--- src/rtl/btn_pkg.sv ---
// Shared types and sizing helpers for the push-button conditioner.
package btn_pkg;

  typedef enum logic [1:0] {
    IDLE    = 2'd0,
    PRESSED = 2'd1,
    REPEAT  = 2'd2
  } btn_state_e;

  // Bits needed to hold values 0..max_val (never less than 1).
  function automatic int cnt_width(input int max_val);
    return (max_val < 1) ? 1 : $clog2(max_val + 1);
  endfunction

  function automatic int max_int(input int a, input int b);
    return (a > b) ? a : b;
  endfunction

endpackage

--- src/rtl/btn_channel.sv ---
// One button: 2-flop synchroniser, debounce counter, press/auto-repeat FSM.
//
// state   | meaning
// IDLE    | debounced level is released, waiting for an accepted press
// PRESSED | press pulse emitted, timing the initial repeat delay
// REPEAT  | auto-repeating, one pulse every REPEAT_PERIOD cycles
module btn_channel #(
  parameter int DEBOUNCE_CYCLES = 500000,
  parameter int REPEAT_DELAY    = 25000000,
  parameter int REPEAT_PERIOD   = 5000000,
  parameter bit RAW_RELEASED    = 1'b1
) (
  input  logic clk,
  input  logic rst_n,
  input  logic raw_in,
  output logic level,
  output logic pulse
);
  import btn_pkg::*;

  localparam int DW = cnt_width(DEBOUNCE_CYCLES);
  localparam int RW = cnt_width(max_int(REPEAT_DELAY, REPEAT_PERIOD));
  localparam logic [DW-1:0] DB_LAST = DW'(DEBOUNCE_CYCLES - 1);
  localparam logic [RW-1:0] RD_LAST = RW'((REPEAT_DELAY > 0) ? REPEAT_DELAY - 1 : 0);
  localparam logic [RW-1:0] RP_LAST = RW'(REPEAT_PERIOD - 1);

  logic [1:0]    sync_q, sync_d;
  logic [DW-1:0] db_cnt_q, db_cnt_d;
  logic          level_q, level_d;
  logic [RW-1:0] rpt_cnt_q, rpt_cnt_d;
  logic          pulse_q, pulse_d;
  btn_state_e    state_q, state_d;

  logic pressed;
  logic rise;
  logic fall;

  // Synchroniser stays in raw polarity; the released value is its reset state.
  always_comb begin
    sync_d   = {sync_q[0], raw_in};
    pressed  = sync_q[1] ^ RAW_RELEASED;
    db_cnt_d = '0;
    level_d  = level_q;
    if (pressed != level_q) begin
      if (db_cnt_q == DB_LAST) begin
        level_d = ~level_q;
      end else begin
        db_cnt_d = db_cnt_q + DW'(1);
      end
    end
  end

  always_comb begin
    rise      = level_d & ~level_q;
    fall      = ~level_d & level_q;
    state_d   = state_q;
    rpt_cnt_d = rpt_cnt_q;
    pulse_d   = 1'b0;
    case (state_q)
      IDLE: begin
        rpt_cnt_d = '0;
        if (rise) begin
          state_d = PRESSED;
          pulse_d = 1'b1;
        end
      end
      PRESSED: begin
        if (fall) begin
          state_d   = IDLE;
          rpt_cnt_d = '0;
        end else if (REPEAT_DELAY == 0) begin
          rpt_cnt_d = '0;
        end else if (rpt_cnt_q == RD_LAST) begin
          state_d   = REPEAT;
          pulse_d   = 1'b1;
          rpt_cnt_d = '0;
        end else begin
          rpt_cnt_d = rpt_cnt_q + RW'(1);
        end
      end
      REPEAT: begin
        // Release wins over a repeat falling due on the same edge.
        if (fall) begin
          state_d   = IDLE;
          rpt_cnt_d = '0;
        end else if (rpt_cnt_q == RP_LAST) begin
          pulse_d   = 1'b1;
          rpt_cnt_d = '0;
        end else begin
          rpt_cnt_d = rpt_cnt_q + RW'(1);
        end
      end
      default: begin
        state_d   = IDLE;
        rpt_cnt_d = '0;
      end
    endcase
  end

  always_ff @(posedge clk or negedge rst_n) begin
    if (!rst_n) begin
      sync_q    <= {2{RAW_RELEASED}};
      db_cnt_q  <= '0;
      level_q   <= 1'b0;
      rpt_cnt_q <= '0;
      pulse_q   <= 1'b0;
      state_q   <= IDLE;
    end else begin
      sync_q    <= sync_d;
      db_cnt_q  <= db_cnt_d;
      level_q   <= level_d;
      rpt_cnt_q <= rpt_cnt_d;
      pulse_q   <= pulse_d;
      state_q   <= state_d;
    end
  end

  assign level = level_q;
  assign pulse = pulse_q;

endmodule

--- src/rtl/button_conditioner.sv ---
// Two-button conditioner: polarity selection, two btn_channel instances, both_held.
module button_conditioner #(
  parameter int DEBOUNCE_CYCLES = 500000,
  parameter int REPEAT_DELAY    = 25000000,
  parameter int REPEAT_PERIOD   = 5000000,
  parameter int ACTIVE_LOW      = 1
) (
  input  logic clk,
  input  logic rst_n,
  input  logic s0_raw,
  input  logic s1_raw,
  output logic s0_level,
  output logic s1_level,
  output logic s0_pulse,
  output logic s1_pulse,
  output logic both_held
);
  import btn_pkg::*;

  localparam bit RAW_RELEASED = (ACTIVE_LOW != 0);

  logic both_held_q, both_held_d;

  btn_channel #(
    .DEBOUNCE_CYCLES(DEBOUNCE_CYCLES),
    .REPEAT_DELAY   (REPEAT_DELAY),
    .REPEAT_PERIOD  (REPEAT_PERIOD),
    .RAW_RELEASED   (RAW_RELEASED)
  ) u_ch0 (
    .clk   (clk),
    .rst_n (rst_n),
    .raw_in(s0_raw),
    .level (s0_level),
    .pulse (s0_pulse)
  );

  btn_channel #(
    .DEBOUNCE_CYCLES(DEBOUNCE_CYCLES),
    .REPEAT_DELAY   (REPEAT_DELAY),
    .REPEAT_PERIOD  (REPEAT_PERIOD),
    .RAW_RELEASED   (RAW_RELEASED)
  ) u_ch1 (
    .clk   (clk),
    .rst_n (rst_n),
    .raw_in(s1_raw),
    .level (s1_level),
    .pulse (s1_pulse)
  );

  always_comb begin
    both_held_d = s0_level & s1_level;
  end

  always_ff @(posedge clk or negedge rst_n) begin
    if (!rst_n) begin
      both_held_q <= 1'b0;
    end else begin
      both_held_q <= both_held_d;
    end
  end

  assign both_held = both_held_q;

endmodule

--- config.mk ---
export PLATFORM = sky130hd
export DESIGN_NAME = button_conditioner
export DESIGN_NICKNAME = d
export VERILOG_FILES = /design/src/rtl/btn_pkg.sv /design/src/rtl/btn_channel.sv /design/src/rtl/button_conditioner.sv
export SDC_FILE = /design/constraint.sdc
export NUM_CORES = 1
export LEC_CHECK = 0
export ABC_AREA = 1
export CAP_MARGIN = 15
export CELL_PAD_IN_SITES_DETAIL_PLACEMENT = 0
export CELL_PAD_IN_SITES_GLOBAL_PLACEMENT = 1
export CORE_ASPECT_RATIO = 1.1
export CORE_UTILIZATION = 51
export DETAILED_ROUTE_END_ITERATION = 6
export HOLD_SLACK_MARGIN = 0.05
export PLACE_DENSITY_LB_ADDON = 0.1
export SKIP_LAST_GASP = 1
export SYNTH_ARGS = -nofsm -noshare
export SYNTH_HDL_FRONTEND = slang
export SYNTH_SLANG_ARGS = --single-unit
--- constraint.sdc ---
create_clock -name clk -period 4.4 [get_ports clk]
set_clock_uncertainty 0.1 [all_clocks]
set_input_delay 1.32 -clock clk [delete_from_list [all_inputs] [get_ports clk]]
set_output_delay 1.32 -clock clk [all_outputs]
set_load 0.005 [all_outputs]
* Word-level counts from Yosys, hierarchy flattened
Index checks and enable logic that the tools add are counted.
Cells by class: add/subtract/negate cells 4, $mul 0, divide/modulo/power cells 0, magnitude comparators 0, equality and inequality tests 18, shifts and indexed selects 0, multiplexer cells 40, bitwise operators 11, reductions and logical operators 4
Operators by type and width (number):
- 25-bit 2-to-1 mux | 8
- 25-bit one-hot mux with 2 select lines | 2
- 19-bit 2-to-1 mux | 4
- 25-bit by 1-bit adder with 25-bit output (second input constant) | 2
- 25-bit by 23-bit == test with 1-bit output (second input constant) | 2
- 25-bit == test (second input constant) | 2
- 19-bit by 1-bit adder with 19-bit output (second input constant) | 2
- 19-bit == test (second input constant) | 2
- 2-bit 2-to-1 mux | 8
- 1-bit 2-to-1 mux | 14
- 2-bit one-hot mux with 3 select lines | 2
- 2-bit by 1-bit inequality test with 1-bit output (second input constant) | 4
- 3-bit by 1-bit inequality test with 1-bit output (second input constant) | 2
- 1-bit inverter | 6
- 1-bit one-hot mux with 3 select lines | 2
- 3-bit AND reduction | 2
- 1-bit bitwise AND | 5
- 2-bit by 1-bit == test with 1-bit output (second input constant) | 2
- 2-bit == test (second input constant) | 2
- 2-bit logical NOT | 2
- 1-bit inequality test | 2
Word-level totals: register bits 101, bits in latches 0, RAM bits 0, memory bits (read-only) 0, bits of input ports 4, output and inout port bits 5, logic and storage cells 90, memories kept 0

* Logic depth before layout (Yosys ltp)
depth in word-level cells 7, depth in mapped cells 12

* By module
A second synthesis with hierarchy kept.
Unflattened totals: cell total of the unflattened synthesis 783, area total of the unflattened synthesis 5878.1 um^2
By module, submodules not included:
- btn_channel | times used 2, cells an instance 390, area an instance 2922.8 um^2
- button_conditioner | times used 1, cells an instance 3, area an instance 32.5 um^2

* Worst setup path after synthesis
OpenSTA, ideal clock, no wires.
path type flip-flop to output port, from reg u_ch0.level_q, in the netlist u_ch0.level, to out s0_level, data arrival time 0.391 ns, required time 2.980 ns, path slack 2.589 ns, cell stages (with the launch flop) 1, cells stage by stage dfrtp_1
RTL lines:
- start: declaration | line btn_channel.sv:29 | logic level_q, level_d;
- start signal: assignment | line btn_channel.sv:111 | level_q <= level_d;
- end: declaration | line button_conditioner.sv:12 | output logic s0_level,
No word-level cell between the ends.

* Worst setup path after layout
from reg u_ch0.level_q, in the netlist u_ch0.level, to out s0_level
No word-level cell between the ends.

==> impl_results.md <==
* Crit path cell chain: clkdlybuf4s50_1
* Critical Path RT at 2.98 ns
* Avg WL per Cell at 12.8 um
* Post-route ant nets at 0
* Async SR Flop Fraction at 1.00
* Number of synthesized flops with an enable pin at 0
* DRC Markers at 0
* Crit path largest cell delay at 0.54 ns
* Worst-path clk slew at 0.07 ns
* Share of cells above drive strength 1 at 0.0711
* GRT Total Usage at 0.221
* RD Place Congestion at 0.846
* Fillcell total at 1030
* Post-synthesis compound-gate area fraction at 0.0352
* Maximum clock rate at 0.361 GHz
* Arr. time, crit path at 1.35 ns
* Post-synth top area cell: dfrtp_1
* CP max-delay cell: clkdlybuf4s50_1
* Buf/Inv on CP at 1
* Final HPWL DP at 8.66 mm
* Root buf cell: clkbuf_16
* Status: completed
* FF+latch count, synth at 101
* Largest family of logic cells by synthesized area: simple AND/OR/NAND/NOR gates
* Max-Cap Viols at 0
* Post-CTS Resized at 0
* Critical Path Start Type: flip-flop
* First-pass GRT wire length at 20.9 mm
* Synth Area in XOR/XNOR at 0.0677
* Register area at 2530 um^2
* I/O Buffers at 8
* Vias post-DR at 4802
* Mux cell area share after synthesis at 0
* Synth top cells by count: 165 x nor2_1, 152 x nand2_1, 97 x dfrtp_1, 97 x inv_1, 63 x nand3_1
* Overflow after GRT at 0
* Clock buffer depth at 2
* Diode count at 0
* Fin. max-slew vios at 0
* Worst Setup End Kind: output port
* Initial core utilization at 0.529
* Vias in the first global route at 4574
* H-Tree Depth at 3
* Vias per cell at 5.14
* Syn avg cell area at 7.56 um^2
* Simple-gate portion of the synthesized area at 0.360
* Routed wire length at 12.0 mm
* P per Cell Area at 282 nW/um^2
* DRT Pass-1 Iters at 5
* Largest cells by area after synthesis: dfrtp_1 42%, nor2_1 11%, nand2_1 9.8%
* Largest net degree at the start of global routing at 86
* Min Tclk post-route at 2.77 ns
* Final period util at 0.629
* Tot Pwr at 0.00179 W
* Die ar. at 11800 um^2
* Sequential share of the synthesized area at 0.435
* # rows at 40
* Yosys warns at 0
* Most frequent cell after synthesis: nor2_1
* VDD IR max at 0.178 mV
* Area Growth Syn to Fin at 8.98%
* Cts bufs inserted at 9
* CTS tree: yes
* Die W at 104 um
* Hold_buf cts at 0
* Max FO, Critical Path at 5
* Initial antenna violation count at 0
* Kind of critical path: flip-flop to output port
* Share of Yosys cell area claimed by the top area cell type at 0.417
* Slew headroom at 0.496
* # setup viols final at 0
* Footprint of the multi-input gates at 2850 um^2
* Post-Syn Nets at 786
* Synth Cell Area at 5820 um^2
* Hold crit path type: flip-flop to flip-flop
* Syn Inst Count at 770
* Total negative slack at 0 ns
* Most used flip-flop cell after synthesis: dfrtp_1
* Core area at 11000 um^2
* Total I/O pin count at 9
* Drt first-iter violations at 220
* Clock sinks at 101
* Setup Buffers After CTS at 0
* Unique masters post-synth at 38
* Worst skew pair latency at 0.36 ns
* Least-Margin Pin Slew at 0.752 ns
* Adder-cell share of the synthesized area at 0.0258
* Leakage power at 2.72 nW
* RSZ-0062 raised after global routing: no
* Final hold viol count at 0
* Cell family with most CP delay: buffers and inverters
* Die span in y at 114 um
* Nets@finish at 799
cells in the final DEF, fill, tap and decap left out, drive strengths merged:
cell	synthesis	layout
o21bai	1	1
a211oi	2	2
and2	1	1
nand3	67	67
bufinv	0	1
a31oi	2	2
o21a	1	1
buf	8	3
dfstp	4	4
or2	2	2
clkinv	0	2
nor2b	1	1
nor4	2	2
nor3b	2	2
inv	100	100
a21oi	12	12
xor2	34	34
nand3b	1	1
a21boi	2	2
nand2	157	157
o31ai	1	1
clkdlybuf4s50	0	7
dfrtp	97	97
nor2	180	180
clkbuf	0	12
nand4	28	28
clkinvlp	0	1
ha	12	12
o21ai	16	16
xnor2	11	11
nor3	26	26
flip-flops by register name (all words and copies together), names as in the netlist:
name,cells
u_ch1.state_q,2
u_ch1.pulse,1
u_ch0.rpt_cnt_q,25
u_ch1.rpt_cnt_q,25
u_ch0.pulse,1
u_ch1.db_cnt_q,19
both_held,1
u_ch0.level,1
u_ch1.sync_q,2
u_ch0.state_q,2
u_ch0.db_cnt_q,19
u_ch1.level,1
u_ch0.sync_q,2
stage by stage:
stage	utilization	hold slack (ns)	worst slack (ns)	cells	area (um^2)
after floorplan	-	0.245	2.59	770	5820
after global placement	0.547	0.247	1.85	918	6020
after detailed placement	0.547	0.249	1.83	918	6020
after CTS	0.574	0.258	1.63	934	6320
after global routing	0.576	0.263	1.59	935	6340
final	0.576	0.257	1.63	935	6340
area by class of cell:
cell class,count,share of cell area
multi-input combinational,561,0.449
sequential,101,0.399
inverter,100,0.0592
clock buffer,12,0.0388
tap,147,0.0290
timing repair buffer,10,0.0177
clock inverter,4,0.00749
report_power, final:
part           internal [W]  switching, W  total (W)
Sequential         0.000936    0.00000511   0.000941
Combinational     0.0000120     0.0000318  0.0000437
Clock              0.000455      0.000349   0.000804
Total               0.00140      0.000386    0.00179
layer usage:
metal,wire length [um],global-route usage,part of all wire,vias to the layer above
met5,0,0,0,-
met4,267,0.116,0.022,0
met3,344,0.0302,0.029,14
met1,5780,0.287,0.48,2250
met2,5570,0.362,0.47,73
li1,-,-,-,2465
kinds of logic after synthesis:
kind of cell | Yosys count
adder cells (fa/ha/maj) | 12
AND/OR/NAND/NOR | 467
XOR/XNOR | 45
buffers and inverters | 108
AO/OA/AOI/OAI | 37
flip-flops | 101
final timing paths:
check | cells past startpoint | start | endpoint | slack [ns]
max in group asynchronous | 3 | rst_n | u_ch1.rpt_cnt_q[6] | 2.56
worst min register to register | 0 | u_ch1.sync_q[0] | u_ch1.sync_q[1] | 0.26
min in group asynchronous | 1 | rst_n | u_ch0.db_cnt_q[3] | 0.74
worst max register to register | 10 | u_ch1.db_cnt_q[0] | u_ch1.db_cnt_q[16] | 2.37
worst min-delay path | 0 | u_ch1.sync_q[0] | u_ch1.sync_q[1] | 0.26
worst max-delay path | 1 | u_ch0.level | s0_level | 1.63
Note: power is estimated with default switching activity, not from simulation.
